--- config.mk ---
export PLATFORM = sky130hd
export DESIGN_NAME = usb_tx_sequencer
export DESIGN_NICKNAME = d
export VERILOG_FILES = /design/src/rtl/usb_tx_sequencer.sv
export SDC_FILE = /design/constraint.sdc
export NUM_CORES = 1
export LEC_CHECK = 0
export BUFFER_PORTS_ARGS = -buffer_cell sky130_fd_sc_hd__buf_2
export CAP_MARGIN = 25
export CORE_ASPECT_RATIO = 1.1
export CORE_UTILIZATION = 52
export CTS_CLUSTER_DIAMETER = 80
export DETAILED_ROUTE_END_ITERATION = 8
export PLACE_DENSITY = 0.76
export SYNTH_ARGS = -nofsm -noshare
export SYNTH_HDL_FRONTEND = slang
export SYNTH_SLANG_ARGS = --single-unit
--- constraint.sdc ---
create_clock -name clk -period 2.6 [get_ports clk]
set_clock_uncertainty 0.15 [all_clocks]
set_input_delay 0.78 -clock clk [delete_from_list [all_inputs] [get_ports clk]]
set_output_delay 0.78 -clock clk [all_outputs]
set_load 0.05 [all_outputs]
--- src/rtl/usb_tx_sequencer.sv ---
// usb_tx_sequencer
//   Transmit packet sequencer for the USB host bitstream path. It accepts one
//   token or handshake request and then sends it in this order:
//     - SYNC and PID as raw bits on tx_bit;
//     - for tokens only, the 11-bit addr/endp field through the crc block,
//       which appends CRC5;
//     - after the CRC tail drains, EOP is requested from the line driver;
//     - completion is reported on pkt_done.
//
// Optional build macro: USB_TXSEQ_PID_CHECK_EN
//   When defined, only OUT/IN/SETUP/ACK/NAK/STALL PIDs are accepted. An
//   illegal PID is consumed with req_ready and pkt_err pulsed together, and
//   nothing is sent. When undefined, every PID is sent and pkt_err is tied 0.
//
// Parameters
//   SYNC_PATTERN : SYNC bits, sent bit0 first
//   FIELD_BITS   : token field length (addr[6:0] then endp[3:0], LSB first)
//
// Ports
//   clk, rst_L      : clock; asynchronous active-low reset
//   req_valid       : request present
//   req_pid         : PID of the request
//   req_addr        : device address (tokens only)
//   req_endp        : endpoint (tokens only)
//   req_ready       : one-cycle accept pulse; the request fields are latched
//   tx_bit          : raw bit during SYNC/PID
//   tx_sel_crc      : 1 selects crc outb downstream, 0 selects tx_bit
//   tx_active       : packet in progress (SYNC through EOP)
//   stuff_pause     : downstream stall; hold the current bit
//   crc_inb         : field bit fed to crc
//   crc_recving     : crc recving control
//   crc_pause_out   : stuff_pause forwarded to crc
//   crc_sending     : crc is still shifting out CRC bits
//   eop_req         : level request for EOP to the line driver
//   eop_done        : line driver has finished EOP
//   pkt_done        : one-cycle pulse, first IDLE cycle after EOP
//   pkt_err         : illegal-PID pulse (macro builds only)
module usb_tx_sequencer #(
  parameter logic [7:0]  SYNC_PATTERN = 8'h80,
  parameter int unsigned FIELD_BITS   = 11
) (
  input  logic       clk,
  input  logic       rst_L,
  input  logic       req_valid,
  input  logic [3:0] req_pid,
  input  logic [6:0] req_addr,
  input  logic [3:0] req_endp,
  output logic       req_ready,
  output logic       tx_bit,
  output logic       tx_sel_crc,
  output logic       tx_active,
  input  logic       stuff_pause,
  output logic       crc_inb,
  output logic       crc_recving,
  output logic       crc_pause_out,
  input  logic       crc_sending,
  output logic       eop_req,
  input  logic       eop_done,
  output logic       pkt_done,
  output logic       pkt_err
);

  typedef enum logic [2:0] {
    S_IDLE,
    S_SYNC,
    S_PID,
    S_FIELD,
    S_CRCWAIT,
    S_EOP
  } state_t;

  localparam logic [3:0] BYTE_LAST  = 4'd7;
  localparam logic [3:0] FIELD_LAST = 4'(FIELD_BITS - 1);

  state_t                  state_q, state_d;
  logic [3:0]              cnt_q, cnt_d;
  logic [3:0]              pid_q;
  logic [6:0]              addr_q;
  logic [3:0]              endp_q;
  logic                    pkt_done_q, pkt_done_d;
  logic                    latch_en;
  logic                    pid_illegal;
  logic                    is_token;
  logic [7:0]              pid_byte;
  logic [FIELD_BITS-1:0]   field;

  assign pid_byte      = {~pid_q, pid_q};
  assign field         = {endp_q, addr_q};
  assign is_token      = (pid_q[1:0] == 2'b01);
  assign crc_pause_out = stuff_pause;
  assign pkt_done      = pkt_done_q;

`ifdef USB_TXSEQ_PID_CHECK_EN
  always_comb begin
    pid_illegal = 1'b1;
    unique case (req_pid)
      4'b0001, 4'b1001, 4'b1101,
      4'b0010, 4'b1010, 4'b1110: pid_illegal = 1'b0;
      default:                   pid_illegal = 1'b1;
    endcase
  end
`else
  assign pid_illegal = 1'b0;
`endif

  always_ff @(posedge clk or negedge rst_L) begin
    if (!rst_L) begin
      state_q    <= S_IDLE;
      cnt_q      <= '0;
      pid_q      <= '0;
      addr_q     <= '0;
      endp_q     <= '0;
      pkt_done_q <= 1'b0;
    end else begin
      state_q    <= state_d;
      cnt_q      <= cnt_d;
      pkt_done_q <= pkt_done_d;
      if (latch_en) begin
        pid_q  <= req_pid;
        addr_q <= req_addr;
        endp_q <= req_endp;
      end
    end
  end

  always_comb begin
    state_d     = state_q;
    cnt_d       = cnt_q;
    latch_en    = 1'b0;
    pkt_done_d  = 1'b0;
    req_ready   = 1'b0;
    pkt_err     = 1'b0;
    tx_bit      = 1'b0;
    tx_sel_crc  = 1'b0;
    tx_active   = 1'b1;
    crc_inb     = 1'b0;
    crc_recving = 1'b0;
    eop_req     = 1'b0;

    unique case (state_q)
      S_IDLE: begin
        tx_active = 1'b0;
        // rst_L gates acceptance so req_ready stays 0 while reset is held;
        // pkt_done_q blocks a re-accept in the cycle that reports completion.
        if (rst_L && req_valid && !pkt_done_q) begin
          req_ready = 1'b1;
          if (pid_illegal) begin
            pkt_err = 1'b1;
          end else begin
            latch_en = 1'b1;
            state_d  = S_SYNC;
            cnt_d    = '0;
          end
        end
      end

      S_SYNC: begin
        tx_bit = SYNC_PATTERN[cnt_q[2:0]];
        if (!stuff_pause) begin
          if (cnt_q == BYTE_LAST) begin
            state_d = S_PID;
            cnt_d   = '0;
          end else begin
            cnt_d = cnt_q + 4'd1;
          end
        end
      end

      S_PID: begin
        tx_bit = pid_byte[cnt_q[2:0]];
        // crc must already be in CALCCRC when the first field bit arrives,
        // so recving is raised one bit early while the mux still selects tx_bit.
        if (is_token && cnt_q == BYTE_LAST) begin
          crc_recving = 1'b1;
        end
        if (!stuff_pause) begin
          if (cnt_q == BYTE_LAST) begin
            state_d = is_token ? S_FIELD : S_EOP;
            cnt_d   = '0;
          end else begin
            cnt_d = cnt_q + 4'd1;
          end
        end
      end

      S_FIELD: begin
        crc_recving = 1'b1;
        tx_sel_crc  = 1'b1;
        crc_inb     = field[cnt_q];
        if (!stuff_pause) begin
          if (cnt_q == FIELD_LAST) begin
            state_d = S_CRCWAIT;
            cnt_d   = '0;
          end else begin
            cnt_d = cnt_q + 4'd1;
          end
        end
      end

      S_CRCWAIT: begin
        tx_sel_crc = 1'b1;
        if (!crc_sending) begin
          state_d = S_EOP;
          cnt_d   = '0;
        end
      end

      S_EOP: begin
        eop_req = 1'b1;
        if (eop_done) begin
          state_d    = S_IDLE;
          cnt_d      = '0;
          pkt_done_d = 1'b1;
        end
      end

      default: begin
        state_d = S_IDLE;
        cnt_d   = '0;
      end
    endcase
  end

endmodule

; Word-level counts from Yosys, hierarchy flattened
; Memories as Yosys holds them, arrays and structs flattened.
; Index checks and enable logic that the tools add are counted.
[classes]
bitwise_logic = 1
eq_ne = 18
order_cmp = 2
mux = 35
reduce_logical = 9
addsub = 1
[op_table]
columns = cell, count
row1 = 3-bit 2-to-1 mux, 10
row2 = 4-bit 2-to-1 mux, 7
row3 = 2-bit != test (second input constant), 10
row4 = 4-bit case mux with 5 select lines, 1
row5 = 3-bit case mux with 6 select lines, 1
row6 = 1-bit 2-to-1 mux, 12
row7 = 9-bit AND reduction, 1
row8 = 3-bit by 2-bit equality test with 1-bit output (second input constant), 2
row9 = 3-bit equality test (second input constant), 2
row10 = 4-bit by 5-bit less-than comparator with 1-bit output (second input constant), 1
row11 = 5-bit AND reduction, 1
row12 = 4-bit by 1-bit adder with 4-bit output (second input constant), 1
row13 = 1-bit binary-select mux with 4-bit select, 1
row14 = 4-bit by 3-bit equality test with 1-bit output (second input constant), 1
row15 = 4-bit equality test (second input constant), 1
row16 = 3-bit by 4-bit less-than comparator with 1-bit output (second input constant), 1
row17 = 4-bit NOT, 1
row18 = 1-bit case mux with 2 select lines, 2
row19 = 2-bit OR reduction, 2
row20 = 1-bit binary-select mux with 3-bit select, 1
row21 = 3-bit by 1-bit equality test with 1-bit output (second input constant), 1
row22 = 1-bit logical AND, 3
row23 = 3-bit zero test, 1
row24 = 2-bit by 1-bit equality test with 1-bit output (second input constant), 1
row25 = 1-bit zero test, 1
[word_totals]
mem_count = 1
regBits = 23
in_bits = 21
output_inout_bits = 10
romBits = 8
word_cells = 73
[mem_list]
columns = memory, depth, width, read_ports, rd_ports_with_merged_regs, wr, line
row1 = (no name shown), 8, 1, 1, 0, 0, 158  ; tx_bit = SYNC_PATTERN[cnt_q[2:0]];

; Logic depth before layout (Yosys ltp)
; Gate-level depths: netlist (run 1).
[logic_depth]
word_depth = 5
mapped_depth = 6
mapped_depth_nobuf = 6

; Least setup slack after synthesis (run 1)
; OpenSTA, ideal clock, no wires.
[synth_path]
kind = register -> output
start = register cnt_q[0]
end = output port crc_inb
path_buffers = 1
path_stages_with_launch = 6
arrival_time_ps = 2638
setup_slack_ps = -968
t_required_ps = 1670
cell_sequence = dfrtp_1 -> buf_2 -> mux4_2 -> nor2b_1 -> a211oi_1 -> nor4b_1
[synth_between]
elab_chain_cells = 3
[synth_rtl]
columns = item, line
row1 = from (decl), 76  ; logic [3:0] cnt_q, cnt_d;
row2 = from (signal assigned), 116  ; cnt_q <= cnt_d;
row3 = 1-bit binary-select mux with 4-bit select, 189  ; crc_inb = field[cnt_q];
row4 = 1-bit 2-to-1 mux (not written as such), 189
row5 = 1-bit 2-to-1 mux, 140  ; unique case (state_q)
row6 = to (decl), 53  ; output logic crc_inb,
; No other way between the ends. The select of a mux whose other input is x is not followed.

; Worst setup path in the final report (run 1)
[layout_path]
start = register cnt_q[0]
end = output port tx_bit
[layout_between]
elab_chain_cells = 3
elab_cells_between_ends = 5
cone_classes = mux (4) / memory (1)
[layout_rtl]
columns = item, line
row1 = memory 8 x 1 bit or 1-bit binary-select mux with 3-bit select (tied branches), n/a
row2 = 1-bit 2-to-1 mux (on tied branches), "158, 170"
row3 = 1-bit case mux with 2 select lines *, 140
row4 = to (decl), 49  ; output logic tx_bit,
; Mark *: on every way between the ends. The rest lies on a longest branch, timed or not. The select of a mux whose other input is x is not followed.

==> flow_metrics.py, run 1 <==
metrics = {
    "route": {
        "drc": 0,
        "vias": 954,
        "viasPerCell": 5.51,
        "dr.pass1.iters": 4,
        "drt_iter0_drc": 13,
        "totalWireLength_um": 2750,
        "routedWlPerCell_um": 15.9,
        "drtAntennaViolNets": 0,
    },
    "setup_path": {
        "cp-endpoint": "tx_bit",
        "worstSetupStartpointType": "register",
        "cp_max_fo": 3,
        "cp-end-kind": "primary output",
        "cp.required_ns": 1.67,
        "cp_data_arrival_time_ns": 1.90,
        "worst-r2r-setup-slack_ns": 0.26,
        "r2r_start": "cnt_q[0]",
        "critPathLaunch": "cnt_q[0]",
        "r2r_end": "cnt_q[3]",
        "reg2regPathDepth": 8,
        "critPathKind": "reg -> out",
    },
    "global_routing": {
        "grt_usage_pct": 23.6,
        "grt_max_degree": 24,
        "grt_antenna_before_repair": 0,
        "overflow": 0,
        "grt_pass1_wl_um": 4430,
        "grt_pass1_vias": 937,
    },
    "placement": {
        "numPortBuffers": 29,
        "gp_congestion": 0.832,
        "pre_cts_ws_ns": -0.0147,
        "dpl.cell_count": 167,
        "place_hpwl_um": 2140,
    },
    "timing": {
        "setup_viol": 3,
        "fmax_mhz": 354,
        "finalHoldViolations": 0,
        "period_needed_ns": 2.83,
        "post-route-period-util_pct": 109,
        "rsz0062_at_grt": "yes",
        "layout_setup_ws_ns": -0.227,
        "slew_viol_final": 0,
    },
    "clocking": {
        "clk_path_buf_depth": 2,
        "root_buffer": "clkbuf_4",
        "htreeDepth": 1,
        "cts_sinks": 23,
        "clk_pin_slew_ns": 0.12,
        "cts_tree": "done",
        "numCtsBuffers": 3,
        "clock_latency_ns": 0.30,
    },
    "synthesis": {
        "synth_edf_count": 0,
        "syn_nets": 134,
        "synthTopCellsByArea": "dfrtp_1 45%, mux2_2 14%, mux4_2 5.2%",
        "yosysWarningCount": 0,
        "synth_ff_type": "dfrtp_1",
        "netlist_area_mm2": 0.00129,
        "synth-async-reset-ratio_pct": 100,
        "synth_top_cell_by_area": "dfrtp_1",
        "yosys.area.top_type_share_pct": 44.6,
        "synth_seq_cells": 23,
        "synth_cell_types": 41,
        "ys_seq_area_share_pct": 44.6,
        "synthCells": 110,
        "avgSynthCellArea_um2": 11.7,
    },
    "floorplan": {
        "dieArea_mm2": 0.00269,
        "fp-row-count": 18,
        "start_util_pct": 56.2,
        "die_h_um": 54.3,
        "coreArea_mm2": 0.00230,
        "io_pins": 31,
        "die_w_um": 49.5,
    },
    "finish": {
        "final_cell_mix": "25 x buf_2, 22 x dfrtp_1, 16 x mux2_2",
        "syn_to_final_growth_pct": 21.0,
        "fin_nets": 168,
        "layout-drive-gt1-share_pct": 48.3,
        "diodes": 0,
        "fillCellCount": 201,
        "final_common_cell": "buf_2",
        "final_util_pct": 68.0,
        "instances_no_fill": 173,
    },
    "power_and_ir_drop": {
        "leakagePower_nw": 0.722,
        "power_mw": 1.63,
        "peakVddDrop_mv": 0.667,
        "power_density_mw_per_mm2": 1040,
    },
    "outcome": {
        "violations": "setup timing",
        "status": "finished with violations",
    },
    "flow_run": {
        "max-cap-violations": 0,
    },
    "hold_path": {
        "hold_class": "in -> async",
    },
}
-- synthesized netlist by cell type, types with 2 or more instances --
library cell and number:
ha_1 3, inv_1 2, mux4_2 3, a21oi_1 4, buf_4 4, nor2_1 4, mux2_2 16, clkbuf_8 2
nor2_2 2, o31ai_1 2, nand2_1 5, nor3b_1 2, o21ai_0 6, nor2b_1 4, nand2b_1 3, dfrtp_1 23
-- power breakdown --
part           internal, mW  total [mW]  leakage, nW  switching [mW]
clock                0.0597       0.161       0.0150           0.102
sequential            0.514       0.682        0.283           0.168
combinational         0.423       0.782        0.423           0.359
-- worst min path at each step --
| stage | start | end | cells past startpoint |
|---|---|---|---|
| floorplan | rst_L | addr_q[0] | 0 |
| global placement | endp_q[0] | endp_q[0] | 1 |
| detailed placement | endp_q[0] | endp_q[0] | 1 |
| CTS | rst_L | endp_q[3] | 2 |
| global route | rst_L | endp_q[3] | 2 |
| finish | rst_L | cnt_q[3] | 2 |
-- cells by family (layout without fill, tap and decap cells) --
logic type	Yosys count	in the layout	share of synthesized area, %
DFF	23	23	44.6
adders and majority gates	3	3	2.91
muxes	20	20	20.0
and+or+nand+nor	30	30	14.2
other	1	1	0.290
xor gates and xnor gates	1	1	0.678
buffers and inverters	10	43	5.72
AOI/OAI and AO/OA	22	22	11.6
-- layer usage --
layer  track usage, %  part of all wire, %  vias up
met5                0                    0        -
met2             42.7                   51       30
met4             13.3                  3.3        0
met1             26.8                   42      453
li1                 -                    -      465
met3             4.44                  4.1        6
-- state kept, by name (all words and copies together), names as in the netlist --
signal,flops
addr_q,7
cnt_q,4
pkt_done,1
state_q,3
pid_q,4
endp_q,4
-- stage by stage --
step                TNS [ns]  hold WS [ns]  area (um^2)
finish                -0.495         0.355         1560
detailed placement   -0.0147         0.346         1470
CTS                   -0.570         0.332         1560
global placement           0         0.338         1470
global route          -0.860         0.358         1560
floorplan           -0.00751         0.325         1310
-- layout make-up --
cell class,instances,area [um^2],area share [%]
multi-input cells,77,684,43.8
flip-flops and latches,23,577,36.9
repair buffers,37,230,14.7
well taps,30,37.5,2.40
clock buffers,4,26.3,1.68
inverters,2,7.51,0.480
-- critical path: stages (launching register included) --
cell     delay, ns
dfrtp_1       0.43
buf_6         0.12
mux4_2        0.50
xor2_1        0.15
a22oi_1       0.18
nor2_2        0.06
buf_6         0.15
-- repair_timing --
item                       in CTS  in global routing
hold buffers                    0                  0
pin swaps                       3                  3
setup endpoints to repair       4                  5
buffers inserted                2                  0
resized for setup              13                  2
(Power assumes the default switching activity.)
==> run 2, diff against run 1 <==
--- a/config.mk
+++ b/config.mk
@@ -8,10 +8,10 @@
 export BUFFER_PORTS_ARGS = -buffer_cell sky130_fd_sc_hd__buf_2
 export CAP_MARGIN = 25
 export CORE_ASPECT_RATIO = 1.1
-export CORE_UTILIZATION = 52
+export CORE_UTILIZATION = 40
 export CTS_CLUSTER_DIAMETER = 80
 export DETAILED_ROUTE_END_ITERATION = 8
-export PLACE_DENSITY = 0.76
+export PLACE_DENSITY = 0.61
 export SYNTH_ARGS = -nofsm -noshare
 export SYNTH_HDL_FRONTEND = slang
 export SYNTH_SLANG_ARGS = --single-unit
==> run 2 against run 1 <==
  * The flow still finishes with violations (setup timing)
  * Critical path depth unchanged
  * Wire length decreased by 11%
  * Clock power about the same
  * Global-route usage decreased by 7.9 points
  * Power decreased by 3.7%
  * Clock-buffer cell count decreased by 1
  * Sequential power decreased by 3.2%
  * First-iteration DRC count increased by 92%
  * Flip-flop and latch count unchanged
==> flow_metrics.py, run 2 (synthesis gave the netlist of run 1 again) <==
metrics = {
    "route": {
        "viasPerCell": 5.31,
        "dr.pass1.iters": 4,
        "drc": 0,
        "vias": 939,
        "totalWireLength_um": 2440,
        "routedWlPerCell_um": 13.8,
        "drt_iter0_drc": 25,
        "drtAntennaViolNets": 0,
    },
    "global_routing": {
        "busiest_layer": "met2",
        "grt_pass1_wl_um": 4180,
        "grtUsageMet3_pct": 2.31,
        "grt_max_degree": 24,
        "overflow": 0,
        "grt_usage_pct": 15.7,
        "grtUsageMet2_pct": 28.4,
        "grt_antenna_before_repair": 0,
        "use_met1_pct": 19.6,
        "grt_pass1_vias": 930,
    },
    "finish": {
        "largest_register": "addr_q",
        "fin_nets": 168,
        "final_cell_mix": "26 x buf_2, 22 x dfrtp_1, 16 x mux2_2",
        "syn_to_final_growth_pct": 20.3,
        "final_util_pct": 50.9,
        "diodes": 0,
        "largest_reg_flops": 7,
        "fin_area_mm2": 0.00155,
        "final_common_cell": "buf_2",
        "layout-drive-gt1-share_pct": 48.3,
        "instances_no_fill": 177,
    },
    "clocking": {
        "hold_buffers": 0,
        "htreeDepth": 1,
        "cts_tree": "done",
        "cts_sinks": 23,
        "clk_path_buf_depth": 2,
        "root_buffer": "clkbuf_4",
        "clk_pin_slew_ns": 0.12,
        "numCtsBuffers": 3,
        "clock_latency_ns": 0.31,
    },
    "setup_path": {
        "cp-end-kind": "primary output",
        "worstSetupStartpointType": "register",
        "critPathKind": "reg -> out",
        "cp_max_fo": 3,
        "cp.required_ns": 1.67,
        "cp_data_arrival_time_ns": 1.91,
        "reg2regPathDepth": 8,
    },
    "timing": {
        "fmax_mhz": 353,
        "layout_setup_ws_ns": -0.236,
        "slew_viol_final": 0,
        "period_needed_ns": 2.84,
        "tns_ns": -0.587,
        "finalHoldViolations": 0,
        "setup_viol": 3,
        "rsz0062_at_grt": "yes",
        "post-route-period-util_pct": 109,
    },
    "power_and_ir_drop": {
        "peakVddDrop_mv": 0.609,
        "power_density_mw_per_mm2": 1010,
        "leakagePower_nw": 0.719,
    },
    "outcome": {
        "violations": "setup timing",
        "status": "finished with violations",
    },
    "placement": {
        "placedInstanceArea_mm2": 0.00148,
        "gp_congestion": 0.835,
        "dpl.cell_count": 171,
        "numPortBuffers": 29,
        "place_hpwl_um": 1890,
    },
    "floorplan": {
        "die_h_um": 61.6,
        "die_w_um": 56.2,
        "coreArea_mm2": 0.00305,
        "fp-row-count": 21,
        "start_util_pct": 42.4,
        "io_pins": 31,
        "dieArea_mm2": 0.00346,
    },
    "hold_path": {
        "hold_class": "in -> async",
    },
    "flow_run": {
        "max-cap-violations": 0,
    },
}
-- run 2: area by class of cell --
type,instances,area [um^2]
timing repair buffer,37,231
multi-input combinational,77,667
fill,294,1500
clock buffer,3,22.5
tap,34,42.5
inverter,2,7.51
sequential,23,577
clock inverter,1,5.00
-- run 2: per-layer routing --
metal,part of all wire [%],vias up
met3,3.9,2
li1,-,463
met1,45,449
met2,51,25
met5,0,-
met4,0.57,0
-- run 2: per-stage QoR --
step,power (mW),setup WS (ns),hold slack [ns]
6_report,1.56,-0.236,0.325
5_1_grt,1.71,-0.348,0.322
4_1_cts,1.58,-0.268,0.344
3_5_place_dp,1.38,-0.0181,0.343
3_3_place_gp,1.36,0.0228,0.341
2_1_floorplan,1.21,-0.00751,0.325
-- run 2: path summary, 6_finish.rpt --
path / start / to / slack, ns
worst max-delay path: cnt_q[0] / tx_bit / -0.24
worst min-delay path: rst_L / cnt_q[2] / 0.33
worst max register to register: cnt_q[0] / cnt_q[3] / 0.30
worst min register to register: addr_q[3] / addr_q[3] / 0.37
max in group asynchronous: rst_L / state_q[0] / 1.73
min in group clk: addr_q[3] / addr_q[3] / 0.37
-- run 2: report_power, final --
part           switching [mW]  internal (mW)
clock                   0.106         0.0574
sequential              0.147          0.513
combinational           0.332          0.410
total                   0.584          0.981
-- run 2: worst max-delay path, cell delays in order (launching register included) --
cell and delay [ns]:
dfrtp_1 0.44, buf_6 0.12, mux4_2 0.50, xor2_1 0.16
a22oi_1 0.19, nor2_2 0.06, buf_6 0.15
-- run 2: timing repair --
| item | CTS | global route |
|---|---|---|
| pin swaps | 3 | 2 |
| setup buffers | 2 | 0 |
| endpoints found under the setup margin | 3 | 4 |
| resized for setup | 10 | 1 |
| cloned | 0 | 0 |
